[src/rtl/csr_trap_ctrl_if.sv]
// csr_trap_ctrl_if: pipeline-facing bundle of the CSR file / trap controller.
//   master : pipeline side (drives CSR access, exception, mret, interrupt, retire, trap_ack)
//   slave  : csr_trap_ctrl side (drives csr_rdata, csr_illegal, trap_req, trap_target)
// NUM_PLAT_IRQ must match the csr_trap_ctrl instance; a zero count still keeps one
// (unused) irq_plat bit so the vector is never zero-width.
interface csr_trap_ctrl_if #(
  parameter int unsigned NUM_PLAT_IRQ = 4
);
  localparam int unsigned PlatW = (NUM_PLAT_IRQ == 0) ? 1 : NUM_PLAT_IRQ;

  logic             csr_valid;
  logic [2:0]       csr_op;
  logic [11:0]      csr_addr;
  logic [31:0]      csr_wdata;
  logic [4:0]       csr_uimm;
  logic             csr_src_zero;
  logic [31:0]      csr_rdata;
  logic             csr_illegal;
  logic             excp_valid;
  logic [3:0]       excp_cause;
  logic [31:0]      excp_pc;
  logic [31:0]      excp_tval;
  logic             mret_valid;
  logic             irq_window;
  logic [31:0]      irq_pc;
  logic             irq_msi;
  logic             irq_mti;
  logic             irq_mei;
  logic [PlatW-1:0] irq_plat;
  logic             retire;
  logic             trap_req;
  logic [31:0]      trap_target;
  logic             trap_ack;

  modport master (
    output csr_valid, csr_op, csr_addr, csr_wdata, csr_uimm, csr_src_zero,
    output excp_valid, excp_cause, excp_pc, excp_tval, mret_valid,
    output irq_window, irq_pc, irq_msi, irq_mti, irq_mei, irq_plat, retire, trap_ack,
    input  csr_rdata, csr_illegal, trap_req, trap_target
  );

  modport slave (
    input  csr_valid, csr_op, csr_addr, csr_wdata, csr_uimm, csr_src_zero,
    input  excp_valid, excp_cause, excp_pc, excp_tval, mret_valid,
    input  irq_window, irq_pc, irq_msi, irq_mti, irq_mei, irq_plat, retire, trap_ack,
    output csr_rdata, csr_illegal, trap_req, trap_target
  );
endinterface

[src/rtl/csr_trap_ctrl.sv]
// csr_trap_ctrl: machine-mode CSR file and trap controller (RV32 Zicsr).
// Ports:
//   clk  - core clock
//   nrst - asynchronous active-low reset
//   bus  - csr_trap_ctrl_if.slave: CSR access (0-latency read), exception/mret/interrupt
//          events, retire strobe, and the registered trap_req/trap_target/trap_ack handshake.
// Optional feature: define CSR_COUNTERS_EN to build the 64-bit mcycle/minstret counters;
// otherwise their indices stay legal, read 0 and ignore writes.
module csr_trap_ctrl #(
  parameter int unsigned NUM_PLAT_IRQ = 4,
  parameter logic [31:0] HART_ID      = 32'd0
) (
  input logic            clk,
  input logic            nrst,
  csr_trap_ctrl_if.slave bus
);
  // Implemented interrupt bits: MSI(3), MTI(7), MEI(11), platform 16+i.
  localparam logic [31:0] IrqMask =
      32'h0000_0888 | (((32'd1 << NUM_PLAT_IRQ) - 32'd1) << 16);

  typedef enum logic {StRun, StHold} state_e;

  state_e      state_q, state_d;
  logic        trap_req_q, trap_req_d;
  logic [31:0] trap_target_q, trap_target_d;
  logic        mie_bit_q, mie_bit_d, mpie_q, mpie_d;
  logic [31:0] mie_q, mie_d, mtvec_q, mtvec_d, mscratch_q, mscratch_d;
  logic [31:0] mepc_q, mepc_d, mcause_q, mcause_d, mtval_q, mtval_d, mip_q, mip_d;
  logic [63:0] cnt_cycle, cnt_instret;

  logic        run, legal_addr, legal_op, wr_intent, csr_ill, csr_we, irq_take;
  logic [31:0] rd_val, src, wr_val, pend, mstatus_val, base;
  logic [4:0]  irq_code;

  assign run         = (state_q == StRun);
  assign mstatus_val = {19'd0, 2'b11, 3'd0, mpie_q, 3'd0, mie_bit_q, 3'd0};
  assign pend        = mip_q & mie_q;
  assign base        = {mtvec_q[31:2], 2'b00};

  // Read mux and operation decode
  always_comb begin
    legal_addr = 1'b1;
    rd_val     = 32'd0;
    case (bus.csr_addr)
      12'hF11, 12'hF12, 12'hF13: rd_val = 32'd0;
      12'hF14: rd_val = HART_ID;
      12'h300: rd_val = mstatus_val;
      12'h301: rd_val = 32'h4000_1101;
      12'h304: rd_val = mie_q;
      12'h305: rd_val = mtvec_q;
      12'h340: rd_val = mscratch_q;
      12'h341: rd_val = mepc_q;
      12'h342: rd_val = mcause_q;
      12'h343: rd_val = mtval_q;
      12'h344: rd_val = mip_q;
      12'hB00: rd_val = cnt_cycle[31:0];
      12'hB80: rd_val = cnt_cycle[63:32];
      12'hB02: rd_val = cnt_instret[31:0];
      12'hB82: rd_val = cnt_instret[63:32];
      default: legal_addr = 1'b0;
    endcase

    src       = bus.csr_op[2] ? {27'd0, bus.csr_uimm} : bus.csr_wdata;
    legal_op  = 1'b1;
    wr_intent = 1'b1;
    wr_val    = src;
    case (bus.csr_op[1:0])
      2'd1: wr_val = src;
      2'd2: begin
        wr_val    = rd_val | src;
        wr_intent = ~bus.csr_src_zero;
      end
      2'd3: begin
        wr_val    = rd_val & ~src;
        wr_intent = ~bus.csr_src_zero;
      end
      default: legal_op = 1'b0;
    endcase
  end

  assign csr_ill = run & bus.csr_valid &
                   (~legal_addr | ~legal_op | (wr_intent & (bus.csr_addr[11:10] == 2'b11)));
  assign irq_take = run & bus.irq_window & mie_bit_q & (|pend) &
                    ~bus.excp_valid & ~bus.mret_valid;
  // Any redirect in the same cycle suppresses the CSR write.
  assign csr_we = run & bus.csr_valid & ~csr_ill & wr_intent &
                  ~bus.excp_valid & ~bus.mret_valid & ~irq_take;

  assign bus.csr_rdata   = run ? rd_val : 32'd0;
  assign bus.csr_illegal = csr_ill;
  assign bus.trap_req    = trap_req_q;
  assign bus.trap_target = trap_target_q;

  // Highest-priority pending interrupt: MEI > MSI > MTI > lowest platform line.
  always_comb begin
    irq_code = 5'd0;
    for (int i = 15; i >= 0; i--) begin
      if (pend[16+i]) irq_code = 5'(16 + i);
    end
    if (pend[7])  irq_code = 5'd7;
    if (pend[3])  irq_code = 5'd3;
    if (pend[11]) irq_code = 5'd11;
  end

  // FSM, trap side effects and CSR writes
  always_comb begin
    state_d       = state_q;
    trap_req_d    = trap_req_q;
    trap_target_d = trap_target_q;
    mie_bit_d     = mie_bit_q;
    mpie_d        = mpie_q;
    mie_d         = mie_q;
    mtvec_d       = mtvec_q;
    mscratch_d    = mscratch_q;
    mepc_d        = mepc_q;
    mcause_d      = mcause_q;
    mtval_d       = mtval_q;

    mip_d        = 32'd0;
    mip_d[3]     = bus.irq_msi;
    mip_d[7]     = bus.irq_mti;
    mip_d[11]    = bus.irq_mei;
    for (int i = 0; i < int'(NUM_PLAT_IRQ); i++) mip_d[16+i] = bus.irq_plat[i];

    if (run) begin
      if (bus.excp_valid) begin
        state_d       = StHold;
        trap_req_d    = 1'b1;
        trap_target_d = base;
        mepc_d        = {bus.excp_pc[31:2], 2'b00};
        mcause_d      = {28'd0, bus.excp_cause};
        mtval_d       = bus.excp_tval;
        mpie_d        = mie_bit_q;
        mie_bit_d     = 1'b0;
      end else if (bus.mret_valid) begin
        state_d       = StHold;
        trap_req_d    = 1'b1;
        trap_target_d = mepc_q;
        mie_bit_d     = mpie_q;
        mpie_d        = 1'b1;
      end else if (irq_take) begin
        state_d       = StHold;
        trap_req_d    = 1'b1;
        trap_target_d = mtvec_q[0] ? base + {25'd0, irq_code, 2'b00} : base;
        mepc_d        = {bus.irq_pc[31:2], 2'b00};
        mcause_d      = {1'b1, 26'd0, irq_code};
        mtval_d       = 32'd0;
        mpie_d        = mie_bit_q;
        mie_bit_d     = 1'b0;
      end else if (csr_we) begin
        case (bus.csr_addr)
          12'h300: begin
            mie_bit_d = wr_val[3];
            mpie_d    = wr_val[7];
          end
          12'h304: mie_d      = wr_val & IrqMask;
          // Reserved modes 2/3 keep the current mode.
          12'h305: mtvec_d    = {wr_val[31:2], wr_val[1] ? mtvec_q[1:0] : wr_val[1:0]};
          12'h340: mscratch_d = wr_val;
          12'h341: mepc_d     = {wr_val[31:2], 2'b00};
          12'h342: mcause_d   = wr_val;
          12'h343: mtval_d    = wr_val;
          default: ;
        endcase
      end
    end else if (bus.trap_ack) begin
      state_d    = StRun;
      trap_req_d = 1'b0;
    end
  end

  always_ff @(posedge clk or negedge nrst) begin
    if (!nrst) begin
      state_q       <= StRun;
      trap_req_q    <= 1'b0;
      trap_target_q <= 32'd0;
      mie_bit_q     <= 1'b0;
      mpie_q        <= 1'b0;
      mie_q         <= 32'd0;
      mtvec_q       <= 32'd0;
      mscratch_q    <= 32'd0;
      mepc_q        <= 32'd0;
      mcause_q      <= 32'd0;
      mtval_q       <= 32'd0;
      mip_q         <= 32'd0;
    end else begin
      state_q       <= state_d;
      trap_req_q    <= trap_req_d;
      trap_target_q <= trap_target_d;
      mie_bit_q     <= mie_bit_d;
      mpie_q        <= mpie_d;
      mie_q         <= mie_d;
      mtvec_q       <= mtvec_d;
      mscratch_q    <= mscratch_d;
      mepc_q        <= mepc_d;
      mcause_q      <= mcause_d;
      mtval_q       <= mtval_d;
      mip_q         <= mip_d;
    end
  end

`ifdef CSR_COUNTERS_EN
  logic [63:0] mcycle_q, mcycle_d, minstret_q, minstret_d;

  // A write to one half replaces that half's increment; a low-half carry still
  // reaches the high half unless the high half is the one written.
  always_comb begin
    mcycle_d   = mcycle_q + 64'd1;
    minstret_d = minstret_q + {63'd0, bus.retire};
    if (csr_we) begin
      case (bus.csr_addr)
        12'hB00: mcycle_d[31:0]    = wr_val;
        12'hB80: mcycle_d[63:32]   = wr_val;
        12'hB02: minstret_d[31:0]  = wr_val;
        12'hB82: minstret_d[63:32] = wr_val;
        default: ;
      endcase
    end
  end

  always_ff @(posedge clk or negedge nrst) begin
    if (!nrst) begin
      mcycle_q   <= 64'd0;
      minstret_q <= 64'd0;
    end else begin
      mcycle_q   <= mcycle_d;
      minstret_q <= minstret_d;
    end
  end

  assign cnt_cycle   = mcycle_q;
  assign cnt_instret = minstret_q;
`else
  logic unused_retire;
  assign unused_retire = bus.retire;
  assign cnt_cycle     = 64'd0;
  assign cnt_instret   = 64'd0;
`endif

endmodule
[src/flat_wrapper.sv]
// flat-port wrapper written by rule: the top's interface ports become plain ports
module csr_trap_ctrl_flat 
#(
  parameter int unsigned NUM_PLAT_IRQ = 4,
  parameter logic [31:0] HART_ID      = 32'd0
)
  (clk, nrst, bus_csr_valid, bus_csr_op, bus_csr_addr, bus_csr_wdata, bus_csr_uimm, bus_csr_src_zero, bus_excp_valid, bus_excp_cause, bus_excp_pc, bus_excp_tval, bus_mret_valid, bus_irq_window, bus_irq_pc, bus_irq_msi, bus_irq_mti, bus_irq_mei, bus_irq_plat, bus_retire, bus_trap_ack, bus_csr_rdata, bus_csr_illegal, bus_trap_req, bus_trap_target);
  csr_trap_ctrl_if #(.NUM_PLAT_IRQ(NUM_PLAT_IRQ)) bus_i ();
  input logic clk;
  input logic nrst;
  input wire logic [$bits(bus_i.csr_valid)-1:0] bus_csr_valid;
  input wire logic [$bits(bus_i.csr_op)-1:0] bus_csr_op;
  input wire logic [$bits(bus_i.csr_addr)-1:0] bus_csr_addr;
  input wire logic [$bits(bus_i.csr_wdata)-1:0] bus_csr_wdata;
  input wire logic [$bits(bus_i.csr_uimm)-1:0] bus_csr_uimm;
  input wire logic [$bits(bus_i.csr_src_zero)-1:0] bus_csr_src_zero;
  input wire logic [$bits(bus_i.excp_valid)-1:0] bus_excp_valid;
  input wire logic [$bits(bus_i.excp_cause)-1:0] bus_excp_cause;
  input wire logic [$bits(bus_i.excp_pc)-1:0] bus_excp_pc;
  input wire logic [$bits(bus_i.excp_tval)-1:0] bus_excp_tval;
  input wire logic [$bits(bus_i.mret_valid)-1:0] bus_mret_valid;
  input wire logic [$bits(bus_i.irq_window)-1:0] bus_irq_window;
  input wire logic [$bits(bus_i.irq_pc)-1:0] bus_irq_pc;
  input wire logic [$bits(bus_i.irq_msi)-1:0] bus_irq_msi;
  input wire logic [$bits(bus_i.irq_mti)-1:0] bus_irq_mti;
  input wire logic [$bits(bus_i.irq_mei)-1:0] bus_irq_mei;
  input wire logic [$bits(bus_i.irq_plat)-1:0] bus_irq_plat;
  input wire logic [$bits(bus_i.retire)-1:0] bus_retire;
  input wire logic [$bits(bus_i.trap_ack)-1:0] bus_trap_ack;
  output wire logic [$bits(bus_i.csr_rdata)-1:0] bus_csr_rdata;
  output wire logic [$bits(bus_i.csr_illegal)-1:0] bus_csr_illegal;
  output wire logic [$bits(bus_i.trap_req)-1:0] bus_trap_req;
  output wire logic [$bits(bus_i.trap_target)-1:0] bus_trap_target;
  assign bus_i.csr_valid = bus_csr_valid;
  assign bus_i.csr_op = bus_csr_op;
  assign bus_i.csr_addr = bus_csr_addr;
  assign bus_i.csr_wdata = bus_csr_wdata;
  assign bus_i.csr_uimm = bus_csr_uimm;
  assign bus_i.csr_src_zero = bus_csr_src_zero;
  assign bus_i.excp_valid = bus_excp_valid;
  assign bus_i.excp_cause = bus_excp_cause;
  assign bus_i.excp_pc = bus_excp_pc;
  assign bus_i.excp_tval = bus_excp_tval;
  assign bus_i.mret_valid = bus_mret_valid;
  assign bus_i.irq_window = bus_irq_window;
  assign bus_i.irq_pc = bus_irq_pc;
  assign bus_i.irq_msi = bus_irq_msi;
  assign bus_i.irq_mti = bus_irq_mti;
  assign bus_i.irq_mei = bus_irq_mei;
  assign bus_i.irq_plat = bus_irq_plat;
  assign bus_i.retire = bus_retire;
  assign bus_i.trap_ack = bus_trap_ack;
  assign bus_csr_rdata = bus_i.csr_rdata;
  assign bus_csr_illegal = bus_i.csr_illegal;
  assign bus_trap_req = bus_i.trap_req;
  assign bus_trap_target = bus_i.trap_target;
  csr_trap_ctrl #(.NUM_PLAT_IRQ(NUM_PLAT_IRQ), .HART_ID(HART_ID)) u_core (.clk(clk), .nrst(nrst), .bus(bus_i));
endmodule
[config.mk]
export PLATFORM = sky130hd
export DESIGN_NAME = csr_trap_ctrl_flat
export DESIGN_NICKNAME = d
export VERILOG_FILES = /design/src/rtl/csr_trap_ctrl_if.sv /design/src/rtl/csr_trap_ctrl.sv /design/src/flat_wrapper.sv
export SDC_FILE = /design/constraint.sdc
export NUM_CORES = 1
export LEC_CHECK = 0
export CAP_MARGIN = 20
export CELL_PAD_IN_SITES_DETAIL_PLACEMENT = 1
export CELL_PAD_IN_SITES_GLOBAL_PLACEMENT = 2
export CORE_ASPECT_RATIO = 1.5
export CORE_MARGIN = 3
export CORE_UTILIZATION = 30
export DETAILED_ROUTE_END_ITERATION = 10
export PLACE_DENSITY = 0.79
export SYNTH_ARGS = -nofsm -noshare
export SYNTH_HDL_FRONTEND = slang
export SYNTH_SLANG_ARGS = --single-unit
[constraint.sdc]
create_clock -name clk -period 4.1 [get_ports clk]
set_clock_uncertainty 0.05 [all_clocks]
set_input_delay 0.82 -clock clk [delete_from_list [all_inputs] [get_ports clk]]
set_output_delay 0.82 -clock clk [all_outputs]
set_load 0.005 [all_outputs]
==> flow_summary.toml <==
[synthesis]
synth_xor_area_share_pct = 0.562
synth_edf_count = 0
synth.top_cell.area_share_pct = 41.2
async_reset_ff_share_pct = 100
synthMuxAreaShare_pct = 8.93
yosys.area.top_type = "dfrtp_1"
syn_inst = 1371
synth_top_family_by_area = "compound AO/OA/AOI/OAI gates"
netlist_area_sq_um = 12500
synth_compound_area_share_pct = 26.4
yosys.area_share.simple_pct = 17.5
yosysWarnings = 0
avgSynthCellArea_sq_um = 9.09
synth_flop_cell = "dfrtp_1"
synthAdderAreaFrac_pct = 0.662
synthDistinctLibCells = 88
ys_ff_latch = 205
synth.top_cells.by_area = "dfrtp_1 41%, nand2_1 4.9%, mux2_2 3.9%, o21ai_0 3.6%, nor2_1 3.3%"
ys_seq_area_share_pct = 41.2

[sta]
fin_ws_ns = -0.0947
finalSetupViolations = 6
fmax_mhz = 238
setup_tns_ns = -0.418
period_minus_slack_ns = 4.19
max-slew-margin-rel_pct = 32.1
rsz0062_at_grt = "true"
post-route-period-util_pct = 102
worst_pin_slew_ns = 1.02
slew_viol_final = 0
hold_viol = 0

[clocking]
clk_latency_ns = 0.52
hold_buffers = 0
clk_pin_slew_ns = 0.06
cts_htree_levels = 1
cts_sinks = 205
clockBufferDepth = 3
cts_buffers = 22
clockRootBuffer = "clkbuf_16"
cts_tree = "built"

[flow_run]
max-cap-violations = 0

[placed_design]
pre_cts_slack_ns = -0.205
gp_congestion = 0.915
port_buffers = 226
hpwl_microns = 43800

[worst_setup_path]
reg2reg_slack_ns = 0.43
worst_setup_path_end_kind = "primary output"
critPathArrivalTime_ns = 3.32
critPathKind = "in -> out"
crit_fanout = 11
critical_path_required_ns = 3.23
worstSetupStartpointType = "input pin"

[final_layout]
multi_input_area_sq_um = 6860
seq_area_sq_um = 5130
utilization_pct = 41.8
drive_above_1_share_pct = 16.3
final_cell_mix = "204 x dfrtp_1, 198 x clkdlybuf4s50_1, 162 x nand2_1, 123 x buf_4, 107 x nor2_1"
n_antenna_cell = 0
area_delta_synth_final_pct = 36.2
final_common_cell = "dfrtp_1"
fill_cells = 4630
layout.nets = 1817

[run_status]
violations = "setup timing"
status = "finished, violations left"

[global_route]
antenna_found_initial = 0
grt_pass1_wl_microns = 87900
grt.overflow.total = 0
grt_pass1_vias = 13800
track_usage_pct = 26.4
grt_start_max_net_pins = 75

[detailed_routing]
viasPerCell = 5.84
ant_nets = 0
dr_total_vias = 12900
drt-total-wl_microns = 59200
remaining_drc_errors = 0
drtIter0Drc = 803
routedWlPerCell_microns = 26.8
drt_pass1_iterations = 7

[floorplanning]
die_h_microns = 256
core_sq_um = 40700
rows = 90
die_w_microns = 172
die_area_sq_um = 44100
initial_core_util_pct = 30.7
ios = 234

[power_and_ir_drop]
pwr_density_cell_nw_per_um2 = 335
leakage_nw = 7.08
vdd_ir_drop_max_mv = 0.251

[hold_path]
worstHoldPathType = "in -> async"
layer usage:
layer | track usage [%] | wire (microns) | vias up
li1 | - | - | 5738
met1 | 29.9 | 21800 | 6556
met2 | 47.1 | 30700 | 479
met3 | 2.78 | 2670 | 149
met4 | 15.2 | 4080 | 0
met5 | 0 | 0 | -
worst max-delay path, stage by stage:
cell and delay (ns):
clkdlybuf4s50_1 0.59, nor4b_1 0.48, and3_4 0.33, bufbuf_16 0.31
a222oi_1 0.14, nor2_1 0.13, clkdlybuf4s50_1 0.51
synth_stat cells, types with 22 or more instances:
library cell	count
dfrtp_1	205
mux2i_1	31
mux2_2	43
o31ai_1	43
a21oi_1	77
nand2_1	163
nand4_1	30
a221oi_1	32
o21ai_0	89
a31oi_1	28
o2bb2ai_1	22
nor2_1	108
nor2b_1	28
clkbuf_1	89
timing repair:
| item | 4_1_cts | 5_1_grt |
|---|---|---|
| pin swaps | 11 | 6 |
| gates resized for setup | 36 | 12 |
| hold endpoints to repair | 0 | 0 |
| cloned | 1 | 1 |
| setup endpoints to repair | 27 | 21 |
| buffers inserted | 3 | 8 |
kinds of logic (layout without fill, tap and decap cells):
kind of cell / Yosys count / count (layout)
xor gates and xnor gates: 8 / 8
buffers and inverters: 138 / 425
DFF: 205 / 205
muxes: 96 / 96
adders and majority gates: 6 / 6
other: 1 / 2
AOI/OAI and AO/OA: 469 / 469
and+or+nand+nor: 448 / 448
power by group:
group          switching (mW)  internal (mW)
Sequential              0.250           2.24
Combinational           0.591          0.538
Clock                   0.874           1.19
registers in the layout, indices dropped and copies added (netlist names):
signal	flops
u_core.bus.trap_req	1
u_core.bus.trap_target	30
u_core.mcause_q	32
u_core.mepc_q	30
u_core.mie_bit_q	1
u_core.mie_q	7
u_core.mip_q	7
u_core.mpie_q	1
u_core.mscratch_q	32
u_core.mtval_q	32
u_core.mtvec_q	31
u_core.state_q	1
cell type report:
cell class | count | area share (%)
multi-input cells | 1029 | 40.4
well taps | 552 | 4.07
clock inverters | 6 | 0.199
flip-flops and latches | 205 | 30.2
inverters | 18 | 0.398
clock buffers | 34 | 4.16
repair buffers | 367 | 20.6
final timing paths:
kind                                                 from                    endpoint  depth (start not counted)
worst max-delay path                      bus_csr_addr[6]           bus_csr_rdata[23]                          7
worst min-delay path                                 nrst           u_core.mepc_q[20]                          1
worst max register to register           u_core.mip_q[11]  u_core.bus.trap_target[24]                         11
worst min register to register  u_core.bus.trap_target[3]   u_core.bus.trap_target[3]                          2
max in group asynchronous                            nrst   u_core.bus.trap_target[5]                          2
min in group clk                u_core.bus.trap_target[3]   u_core.bus.trap_target[3]                          2
per-stage QoR:
step / cells / hold slack, ns / power (mW) / cell area [sq um]
6_report: 2211 / 0.245 / 5.68 / 17000
5_1_grt: 2211 / 0.321 / 5.92 / 17000
4_1_cts: 2201 / 0.297 / 5.72 / 16900
3_5_place_dp: 2157 / 0.420 / 3.65 / 16100
3_3_place_gp: 2157 / 0.406 / 3.62 / 16100
2_1_floorplan: 1372 / 0.390 / 2.93 / 12500
No activity file was read; power rests on OpenSTA's default activity.
